===== src/rtl/xlr8_float_pkg.sv =====
// Shared single-precision constants, special-case encoding and operand classification
// for the xlr8 floating-point iterative units.
package xlr8_float_pkg;

   localparam int          EXP_W  = 8;
   localparam int          FRAC_W = 23;
   localparam int          MANT_W = FRAC_W + 1;
   localparam int          BIAS   = 127;
   localparam logic [31:0] QNAN   = 32'h7fffffff;

   typedef enum logic [1:0] {CLS_ZERO, CLS_NORM, CLS_INF, CLS_NAN} fcls_t;
   typedef enum logic [1:0] {SP_NONE, SP_NAN, SP_INF, SP_ZERO} spec_t;

   // Width-agnostic: callers reduce exponent/fraction to flags. Exponent 0 is zero even with a fraction.
   function automatic fcls_t classify(input logic exp_zero, input logic exp_ones, input logic frac_zero);
      if (exp_zero)
         return CLS_ZERO;
      else if (exp_ones)
         return frac_zero ? CLS_INF : CLS_NAN;
      return CLS_NORM;
   endfunction

endpackage


===== src/rtl/xlr8_fround.sv =====
// Combinational normalise + round-to-nearest-even of a raw mantissa product.
// Zero latency; no flow control.
module xlr8_fround #(
   parameter int EXP_W  = 8,
   parameter int FRAC_W = 23
) (
   input  logic                        sign,
   input  logic signed [EXP_W+1:0]     exp_sum,
   input  logic [2*(FRAC_W+1)-1:0]     prod,
   output logic [EXP_W+FRAC_W:0]       res
);
   localparam int MANT_W = FRAC_W + 1;
   localparam int PW     = 2 * MANT_W;
   localparam int EW     = EXP_W + 2;
   localparam logic signed [EW-1:0] EXP_MAX = EW'((1 << EXP_W) - 1);

   logic [PW-1:0]          norm;
   logic signed [EW-1:0]   exp_n;
   logic signed [EW-1:0]   exp_f;
   logic [MANT_W-1:0]      mant;
   logic [MANT_W:0]        mant_r;
   logic                   guard;
   logic                   rnd;
   logic                   sticky;
   logic                   rnd_up;

   always_comb begin
      // Align so the leading one always sits in the top bit.
      norm   = prod[PW-1] ? prod : {prod[PW-2:0], 1'b0};
      exp_n  = exp_sum + EW'(prod[PW-1]);
      mant   = norm[PW-1 -: MANT_W];
      guard  = norm[PW-1-MANT_W];
      rnd    = norm[PW-2-MANT_W];
      sticky = |norm[PW-3-MANT_W:0];
      rnd_up = guard & (rnd | sticky | mant[0]);
      mant_r = {1'b0, mant} + (MANT_W+1)'(rnd_up);
      // A carry out leaves the fraction field all zero, i.e. mantissa 1.0.
      exp_f  = exp_n + EW'(mant_r[MANT_W]);
      res    = {sign, exp_f[EXP_W-1:0], mant_r[FRAC_W-1:0]};
      if (exp_f >= EXP_MAX)
         res = {sign, {EXP_W{1'b1}}, {FRAC_W{1'b0}}};
      else if (exp_f[EW-1] || exp_f == '0)
         res = {sign, {(EXP_W+FRAC_W){1'b0}}};
   end

endmodule


===== src/rtl/xlr8_fmul.sv =====
// Iterative shift-and-add single-precision multiplier, one multiplier bit per enabled clock.
// Latency MANT_W enabled cycles (data independent); starts while busy are dropped, clken stalls everything.
module xlr8_fmul #(
   parameter int EXP_W  = 8,
   parameter int FRAC_W = 23
) (
   input  logic                  clk,
   input  logic                  rst_n,
   input  logic                  clken,
   input  logic [EXP_W+FRAC_W:0] a,
   input  logic [EXP_W+FRAC_W:0] b,
   input  logic                  start,
   output logic [EXP_W+FRAC_W:0] p_out,
   output logic                  busy,
   output logic                  done
);
   import xlr8_float_pkg::*;

   localparam int MANT_W = FRAC_W + 1;
   localparam int W      = EXP_W + FRAC_W + 1;
   localparam int PW     = 2 * MANT_W;
   localparam int CNT_W  = $clog2(MANT_W + 1);
   localparam int BIAS_L = (1 << (EXP_W - 1)) - 1;

   typedef enum logic {ST_IDLE, ST_RUN} state_t;

   state_t                 state, state_nxt;
   logic [CNT_W-1:0]       cnt;
   logic [PW-1:0]          acc, acc_nxt, mcand;
   logic [MANT_W-1:0]      mplier;
   logic                   sign_q;
   logic signed [EXP_W+1:0] exp_q, exp_sum;
   spec_t                  spec_q, spec_nxt;
   fcls_t                  cls_a, cls_b;
   logic                   accept, step, fire;
   logic [W-1:0]           rnd_res, res;

   assign accept  = clken & start & (state == ST_IDLE);
   assign step    = clken & (state == ST_RUN);
   assign fire    = step & (cnt == CNT_W'(MANT_W - 1));
   assign acc_nxt = mplier[0] ? acc + mcand : acc;
   assign busy    = (state == ST_RUN);
   assign exp_sum = (EXP_W+2)'({2'b00, a[W-2 -: EXP_W]}) + (EXP_W+2)'({2'b00, b[W-2 -: EXP_W]})
                    - (EXP_W+2)'(BIAS_L);

   always_comb begin
      state_nxt = state;
      case (state)
         ST_IDLE: if (accept) state_nxt = ST_RUN;
         ST_RUN:  if (fire)   state_nxt = ST_IDLE;
         default: state_nxt = ST_IDLE;
      endcase
   end

   always_comb begin
      cls_a    = classify(a[W-2 -: EXP_W] == '0, &a[W-2 -: EXP_W], a[FRAC_W-1:0] == '0);
      cls_b    = classify(b[W-2 -: EXP_W] == '0, &b[W-2 -: EXP_W], b[FRAC_W-1:0] == '0);
      spec_nxt = SP_NONE;
      if (cls_a == CLS_NAN || cls_b == CLS_NAN ||
          (cls_a == CLS_INF && cls_b == CLS_ZERO) || (cls_b == CLS_INF && cls_a == CLS_ZERO))
         spec_nxt = SP_NAN;
      else if (cls_a == CLS_INF || cls_b == CLS_INF)
         spec_nxt = SP_INF;
      else if (cls_a == CLS_ZERO || cls_b == CLS_ZERO)
         spec_nxt = SP_ZERO;
   end

   // Rounds the accumulator including the final partial product, so p_out lands on the done edge.
   xlr8_fround #(.EXP_W(EXP_W), .FRAC_W(FRAC_W)) u_round (
      .sign    (sign_q),
      .exp_sum (exp_q),
      .prod    (acc_nxt),
      .res     (rnd_res)
   );

   always_comb begin
      case (spec_q)
         SP_NAN:  res = W'(QNAN);
         SP_INF:  res = {sign_q, {EXP_W{1'b1}}, {FRAC_W{1'b0}}};
         SP_ZERO: res = {sign_q, {(W-1){1'b0}}};
         default: res = rnd_res;
      endcase
   end

   always_ff @(posedge clk or negedge rst_n) begin
      if (!rst_n) begin
         state  <= ST_IDLE;
         cnt    <= '0;
         acc    <= '0;
         mcand  <= '0;
         mplier <= '0;
         sign_q <= 1'b0;
         exp_q  <= '0;
         spec_q <= SP_NONE;
         p_out  <= '0;
         done   <= 1'b0;
      end else begin
         state <= state_nxt;
         done  <= fire;
         if (accept) begin
            cnt    <= '0;
            acc    <= '0;
            mcand  <= {{MANT_W{1'b0}}, 1'b1, a[FRAC_W-1:0]};
            mplier <= {1'b1, b[FRAC_W-1:0]};
            sign_q <= a[W-1] ^ b[W-1];
            exp_q  <= exp_sum;
            spec_q <= spec_nxt;
         end else if (step) begin
            acc    <= acc_nxt;
            mcand  <= mcand << 1;
            mplier <= mplier >> 1;
            cnt    <= fire ? '0 : cnt + 1'b1;
         end
         if (fire)
            p_out <= res;
      end
   end

endmodule


===== config.mk =====
export PLATFORM = sky130hd
export DESIGN_NAME = xlr8_fmul
export DESIGN_NICKNAME = d
export VERILOG_FILES = /design/src/rtl/xlr8_float_pkg.sv /design/src/rtl/xlr8_fround.sv /design/src/rtl/xlr8_fmul.sv
export SDC_FILE = /design/constraint.sdc
export NUM_CORES = 1
export LEC_CHECK = 0
export CAP_MARGIN = 20
export CORE_MARGIN = 10
export CORE_UTILIZATION = 54
export DETAILED_ROUTE_END_ITERATION = 10
export PLACE_DENSITY = 0.78
export SYNTH_ARGS = -nofsm -noshare
export SYNTH_HDL_FRONTEND = slang
export SYNTH_HIERARCHICAL = 1
export SYNTH_SLANG_ARGS = --single-unit

===== constraint.sdc =====
create_clock -name clk -period 7.9 [get_ports clk]
set_input_delay 1.58 -clock clk [delete_from_list [all_inputs] [get_ports clk]]
set_output_delay 1.58 -clock clk [all_outputs]
set_load 0.02 [all_outputs]

# [Yosys cells after proc, flatten, opt, wreduce, memory -nomap -nowiden]
# Cells that the tools add are included.
[classes] add_sub_neg=7 n_mul=0 n_div=0 order_cmp=1 n_eq_ne=8 shifts=0 muxes=32 bitwise_logic=9 n_reduce_logical=19
[ops] cell="2-to-1 mux 48 bit" count=6
[ops] cell="one-hot mux 32 bit (3 select lines)" count=1
[ops] cell="2-to-1 mux 31 bit" count=2
[ops] cell="adder 48 bit" count=1
[ops] cell="2-to-1 mux 24 bit" count=2
[ops] cell="logical NOT 23 bit" count=2
[ops] cell="adder 24 x 1 -> 25 bit" count=1
[ops] cell="OR reduction 22 bit" count=1
[ops] cell="adder 10 x 1 -> 10 bit" count=2
[ops] cell="2-to-1 mux 2 bit" count=9
[ops] cell="logical NOT 8 bit" count=2
[ops] cell="AND reduction 8 bit" count=2
[ops] cell="2-to-1 mux 5 bit" count=3
[ops] cell="equality test 2 bit (second input constant)" count=6
[ops] cell="greater-or-equal comparator 10 x 9 -> 1 bit (second input constant)" count=1
[ops] cell="logical NOT 10 bit" count=1
[ops] cell="subtractor 9 x 7 -> 10 bit (second input constant)" count=1
[ops] cell="adder 8 x 8 -> 9 bit" count=1
[ops] cell="2-to-1 mux 1 bit" count=8
[ops] cell="logical OR 1 bit" count=6
[ops] cell="adder 5 x 1 -> 5 bit (second input constant)" count=1
[ops] cell="AND 1 bit" count=5
[ops] cell="equality test 5 bit (second input constant)" count=1
[ops] cell="logical NOT 2 bit" count=2
[ops] cell="7 further kinds" count=9
[totals] register_bits=172 latchBits=0 ramBits=0 romBits=0 input_bits=68 output_inout_bits=34 elab_cells=86 mem_count=0

# [Logic depth before layout (Yosys ltp)]
[depth] depth_word=14 ltp_mapped=33 depth_no_buf=28

# [By module]
# Netlist, hierarchy kept.
[modules_own_cells] module="xlr8_fmul" n_inst=1 cells_per_inst=1223 area_each_um2=11061.9 seq_area_each_um2=4304.1
[modules_own_cells] module="xlr8_fround" n_inst=1 cells_per_inst=231 area_each_um2=1520.2 seq_area_each_um2=0.0

# [Worst setup path after synthesis]
# No wires, ideal clock.
[synth_path] path_type="reg2reg" from="reg acc[41]" to="reg p_out[16]" setup_ps=77 arrival_time_ps=7478 required_time_ps=7823 path_slack_ps=344 path_stages_with_launch=34 n_path_buf=6 synth_period_minus_slack_ps=7556 path_cell_list="dfrtp_1 -> ha_1 -> clkbuf_1 -> nand2_1 -> o21ai_1 -> a221o_1 -> a21oi_1 -> nor2_1 -> a221oi_1 -> nand3_1 -> xnor2_1 -> buf_6 -> buf_6 -> clkbuf_1 -> mux2i_1 -> nor2b_1 -> ha_1 -> nand3_1 -> nor4_4 -> nand4_4 -> or4_4 -> nor2_1 -> fa_1 -> ha_1 -> clkbuf_1 -> and4_1 -> nand4_1 -> xor2_1 -> o31a_1 -> o211ai_1 -> clkbuf_1 -> a211oi_1 -> a21oi_1 -> a21oi_1"
[synth_between] elab_chain_cells=14 word_cells_on_any_way=16 cone_classes="4 x add/sub; 1 x order compare; 5 x mux; 3 x bitwise; 3 x reduce/logical"
[synth_rtl] item="start, declared" line="xlr8_fmul.sv:29" rtl="logic [PW-1:0] acc, acc_nxt, mcand;"
[synth_rtl] item="start signal, assigned" line="xlr8_fmul.sv:109" rtl="acc <= acc_nxt;"
[synth_rtl] item="adder 48 bit (*)" line="xlr8_fmul.sv:41" rtl="assign acc_nxt = mplier[0] ? acc + mcand : acc;"
[synth_rtl] item="2-to-1 mux 48 bit (*)" line="xlr8_fmul.sv:41"
[synth_rtl] item="via acc_nxt[47]" line="xlr8_fmul.sv:29"
[synth_rtl] item="branches (longest 10 deep; another with adder 24 x 1 -> 25 bit)"
[synth_rtl] item="2-to-1 mux 31 bit (*)" line="xlr8_fround.sv:40" rtl="if (exp_f >= EXP_MAX)"
[synth_rtl] item="via rnd_res[16]" line="xlr8_fmul.sv:36" rtl="logic [W-1:0] rnd_res, res;"
[synth_rtl] item="one-hot mux 32 bit (3 select lines) (*)" line="xlr8_fmul.sv:77" rtl="case (spec_q)"
[synth_rtl] item="end signal, assigned" line="xlr8_fmul.sv:115" rtl="p_out <= res;"
[synth_rtl] item="end, declared" line="xlr8_fmul.sv:13" rtl="output logic [EXP_W+FRAC_W:0] p_out,"
# Mark *: on every way through the listed nets, which the timed path passes.
# A chain may end at the register's enable or synchronous reset.

# [Worst setup path in the final report]
[layout_path] from="reg acc[40]" to="reg p_out[4]"
# The elaborated chain is that of the path after synthesis.

==> impl_metrics.tcl <==
set metrics [dict create \
    vias 11600 \
    placed_area_mm2 0.0138 \
    layout.nets 1642 \
    dp_hpwl_um 24700 \
    clock_latency_ns 0.44 \
    drive_above_1_share 0.0865 \
    firstDrtPassIters 6 \
    min_path_cells 2 \
    ir_drop_uv 174 \
    remaining_drc_errors 0 \
    intPower_mw 2.82 \
    dieWidth_um 173 \
    h-tree-depth 4 \
    synthFlopType "dfrtp_1" \
    core_area_mm2 0.0228 \
    grt_util_met3 0.0270 \
    cp_data_required_time_ns 8.26 \
    startpoint_type "register" \
    setup_viol_count_final 0 \
    crit_slowest_cell "or4_4" \
    syn_to_final_growth_pct 14.1 \
    finalPower_mw 5.27 \
    worstPathArrival_ns 7.81 \
    ys_warn_count 6 \
    grt_start_max_net_pins 97 \
    grt_pass1_wl_um 56700 \
    gr-total-overflow 0 \
    swShare 0.466 \
    max-slew-margin-rel 0.292 \
    cts_max_path_buffers 2 \
    drt_iter0_markers 1084 \
    yosysMostFrequentCell "a21oi_1" \
    r2r_end "p_out[4]$_DFFE_PN0P_" \
    min_path_type "reg -> reg" \
    cpPeakStageDelay_ns 0.57 \
    syn_nets 1594 \
    r2r_cells 29 \
    num_io_pins 102 \
    p_per_area_mw_per_mm2 368 \
    end_kind "register" \
    fp.dieArea_mm2 0.0298 \
    fillers 1976 \
    critical_path_class "reg -> reg" \
    r2r_start "acc[40]$_DFFE_PN0P_" \
    p_clk_frac 0.155 \
    final_util 0.630 \
    grt.met2_usage 0.372 \
    p_comb_frac 0.608 \
    synth_enable_flop_cells 0 \
    synth_common_cells "a21oi_1 (192), dfrtp_1 (172), nand2_1 (111), nor2_1 (111), o22ai_1 (89)" \
    numCtsBuffers 17 \
    antenna_cells 0 \
    use_met1 0.297 \
    status "finished clean" \
    holdPathEnd "mplier[22]$_DFFE_PN0P_" \
    worstMarginPinSlew_ns 1.06 \
    cap_violations 0 \
    syn_avg_cell_area_um2 8.65 \
    r2r_slack_ns 0.45 \
    power.share.sequential 0.237 \
    cts.clk_slew.worst_paths_ns 0.06 \
    cts.sinks 172 \
    ant_nets 0 \
    skew_ns 0.0135 \
    yosysSeqAreaShare 0.342 \
    fin_area_mm2 0.0144 \
    num_rows 55 \
    grt_pass1_vias 11200 \
    synth_top_area_frac 0.342 \
    io_buffers 101 \
    max_freq_mhz 134 \
    ys_top_cells_by_area "dfrtp_1 (34%), a21oi_1 (7.6%), ha_1 (6.9%)" \
    clock-root-buffer "clkbuf_16" \
    grt_usage 0.223 \
    rsz0062_at_grt "false" \
    postRouteWirelength_um 34300 \
    yosysTopAreaCell "dfrtp_1" \
    hold_buffers 0 \
    ys_ff_latch 172 \
    hp-start "mplier[22]$_DFFE_PN0P_" \
    synthArstFlopShare 1.00 \
    fin_crit_sh 0.944 \
    leakage_nw 5.95 \
    maxSlewViolCount 0 \
    syn_inst 1454 \
    syn_area_mm2 0.0126 \
    antenna_found_initial 0 \
    setup_tns_ns 0 \
    crit_top_cell "a21oi_1" \
    critPathMaxFanout 23 \
    die_y_um 173 \
    hold_viol 0 \
    p_sw_mw 2.46 \
    busiest_layer "met2" \
    initial_core_util 0.552 \
    avgRoutedWirePerCell_um 18.7 \
    cts_tree "yes" \
    place.gp.congestion 0.934 \
    timing.final.crit_period_ns 7.45 \
    via_per_inst 6.36 \
    synthDistinctLibCells 86 \
]
[logic make-up (layout without fill, tap and decap cells)]
kind of cell               Yosys count  count (layout)  synth area share
and+or+nand+nor                    411             411             0.164
xor gates and xnor gates            72              72            0.0501
AOI/OAI and AO/OA                  552             552             0.286
muxes                               52              52            0.0449
buffers and inverters              123             184            0.0390
DFF                                172             172             0.342
adders and majority gates           72              72            0.0734
[power groups by stage]
stage / logic [mW] / registers, mW / clock network, mW
2_1_floorplan: 2.48 / 1.21 / 0
3_3_place_gp: 3.09 / 1.25 / 0
3_5_place_dp: 3.14 / 1.26 / 0
4_1_cts: 3.16 / 1.25 / 0.828
5_1_grt: 3.53 / 1.28 / 0.869
6_report: 3.21 / 1.25 / 0.819
[worst max-delay path by stage]
| stage | start | endpoint | slack (ns) | cells past startpoint |
|---|---|---|---|---|
| floorplan | acc[41]$_DFFE_PN0P_ | p_out[16]$_DFFE_PN0P_ | 0.34 | 33 |
| global placement | acc[40]$_DFFE_PN0P_ | p_out[0]$_DFFE_PN0P_ | 0.73 | 26 |
| detailed placement | acc[40]$_DFFE_PN0P_ | p_out[4]$_DFFE_PN0P_ | 0.37 | 26 |
| CTS | acc[40]$_DFFE_PN0P_ | p_out[4]$_DFFE_PN0P_ | 0.36 | 26 |
| global route | acc[40]$_DFFE_PN0P_ | p_out[11]$_DFFE_PN0P_ | 0.01 | 29 |
| finish | acc[40]$_DFFE_PN0P_ | p_out[4]$_DFFE_PN0P_ | 0.45 | 29 |
[cell type report]
| type | instances | area [µm²] | share of cell area |
|---|---|---|---|
| Clock buffer | 20 | 457 | 0.0318 |
| Clock inverter | 12 | 105 | 0.00732 |
| Inverter | 31 | 116 | 0.00811 |
| Multi-Input combinational cell | 1159 | 7820 | 0.545 |
| Sequential cell | 172 | 4310 | 0.300 |
| Tap cell | 313 | 392 | 0.0273 |
| Timing Repair Buffer | 121 | 1160 | 0.0809 |
[routing by layer]
layer / part of all wire / vias to the layer above
met4: 0.021 / 0
met2: 0.47 / 321
met1: 0.46 / 5656
met3: 0.043 / 46
met5: 0 / -
li1: - / 5603
[cell usage in the layout (no fill, tap or decap), types with 11 or more instances in the layout]
master           netlist  final
a21o_1                23     23
clkdlybuf4s50_1        0     99
nand3_1               30     30
o21ai_0               55     55
ha_1                  69     69
xnor2_1               42     41
nor2b_1               12     12
o21bai_1              11     11
o21a_1                14     14
dfrtp_1              172    171
nand4_1               35     35
nand2b_1              13     13
nor4_1                21     21
xor2_1                30     30
o31ai_1               13     13
buf_4                  1     19
a211oi_1              13     13
a22o_1                57     57
nand2_1              111    110
inv_1                 31     31
clkbuf_16              0     17
mux2i_1               19     19
nor2_1               111    110
or3_1                 12     12
mux2_2                32     32
nor3_1                29     28
a21oi_1              192    192
o22ai_1               89     89
[per-stage QoR]
| stage | setup slack (ns) | hold slack (ns) | std cells |
|---|---|---|---|
| 3_5_place_dp | 0.366 | 0.479 | 1794 |
| 2_1_floorplan | 0.344 | 0.445 | 1454 |
| 3_3_place_gp | 0.731 | 0.468 | 1794 |
| 6_report | 0.446 | 0.495 | 1828 |
| 4_1_cts | 0.362 | 0.499 | 1826 |
| 5_1_grt | 0.0102 | 0.531 | 1828 |
[worst max-delay path: cells and delay by family (launching register included)]
kind	cells	cell delay [ns]
AO/OA/AOI/OAI	10	2.23
XOR/XNOR	2	0.66
adder cells (fa/ha/maj)	4	1.31
buffers and inverters	2	0.43
flip-flops	1	0.40
multiplexers	1	0.13
AND/OR/NAND/NOR	10	2.20
[registers in the layout, summed over array words and instances (netlist names)]
| signal | cells |
|---|---|
| acc | 48 |
| sign_q | 1 |
| p_out | 32 |
| mcand | 48 |
| mplier | 24 |
| done | 1 |
| spec_q | 2 |
| busy | 1 |
| exp_q | 10 |
| cnt | 5 |
[repair_timing]
item	in CTS	in global routing
setup buffers	0	2
setup endpoints to repair	0	24
gates resized for setup	0	1
No activity file was read; power rests on OpenSTA's default activity.
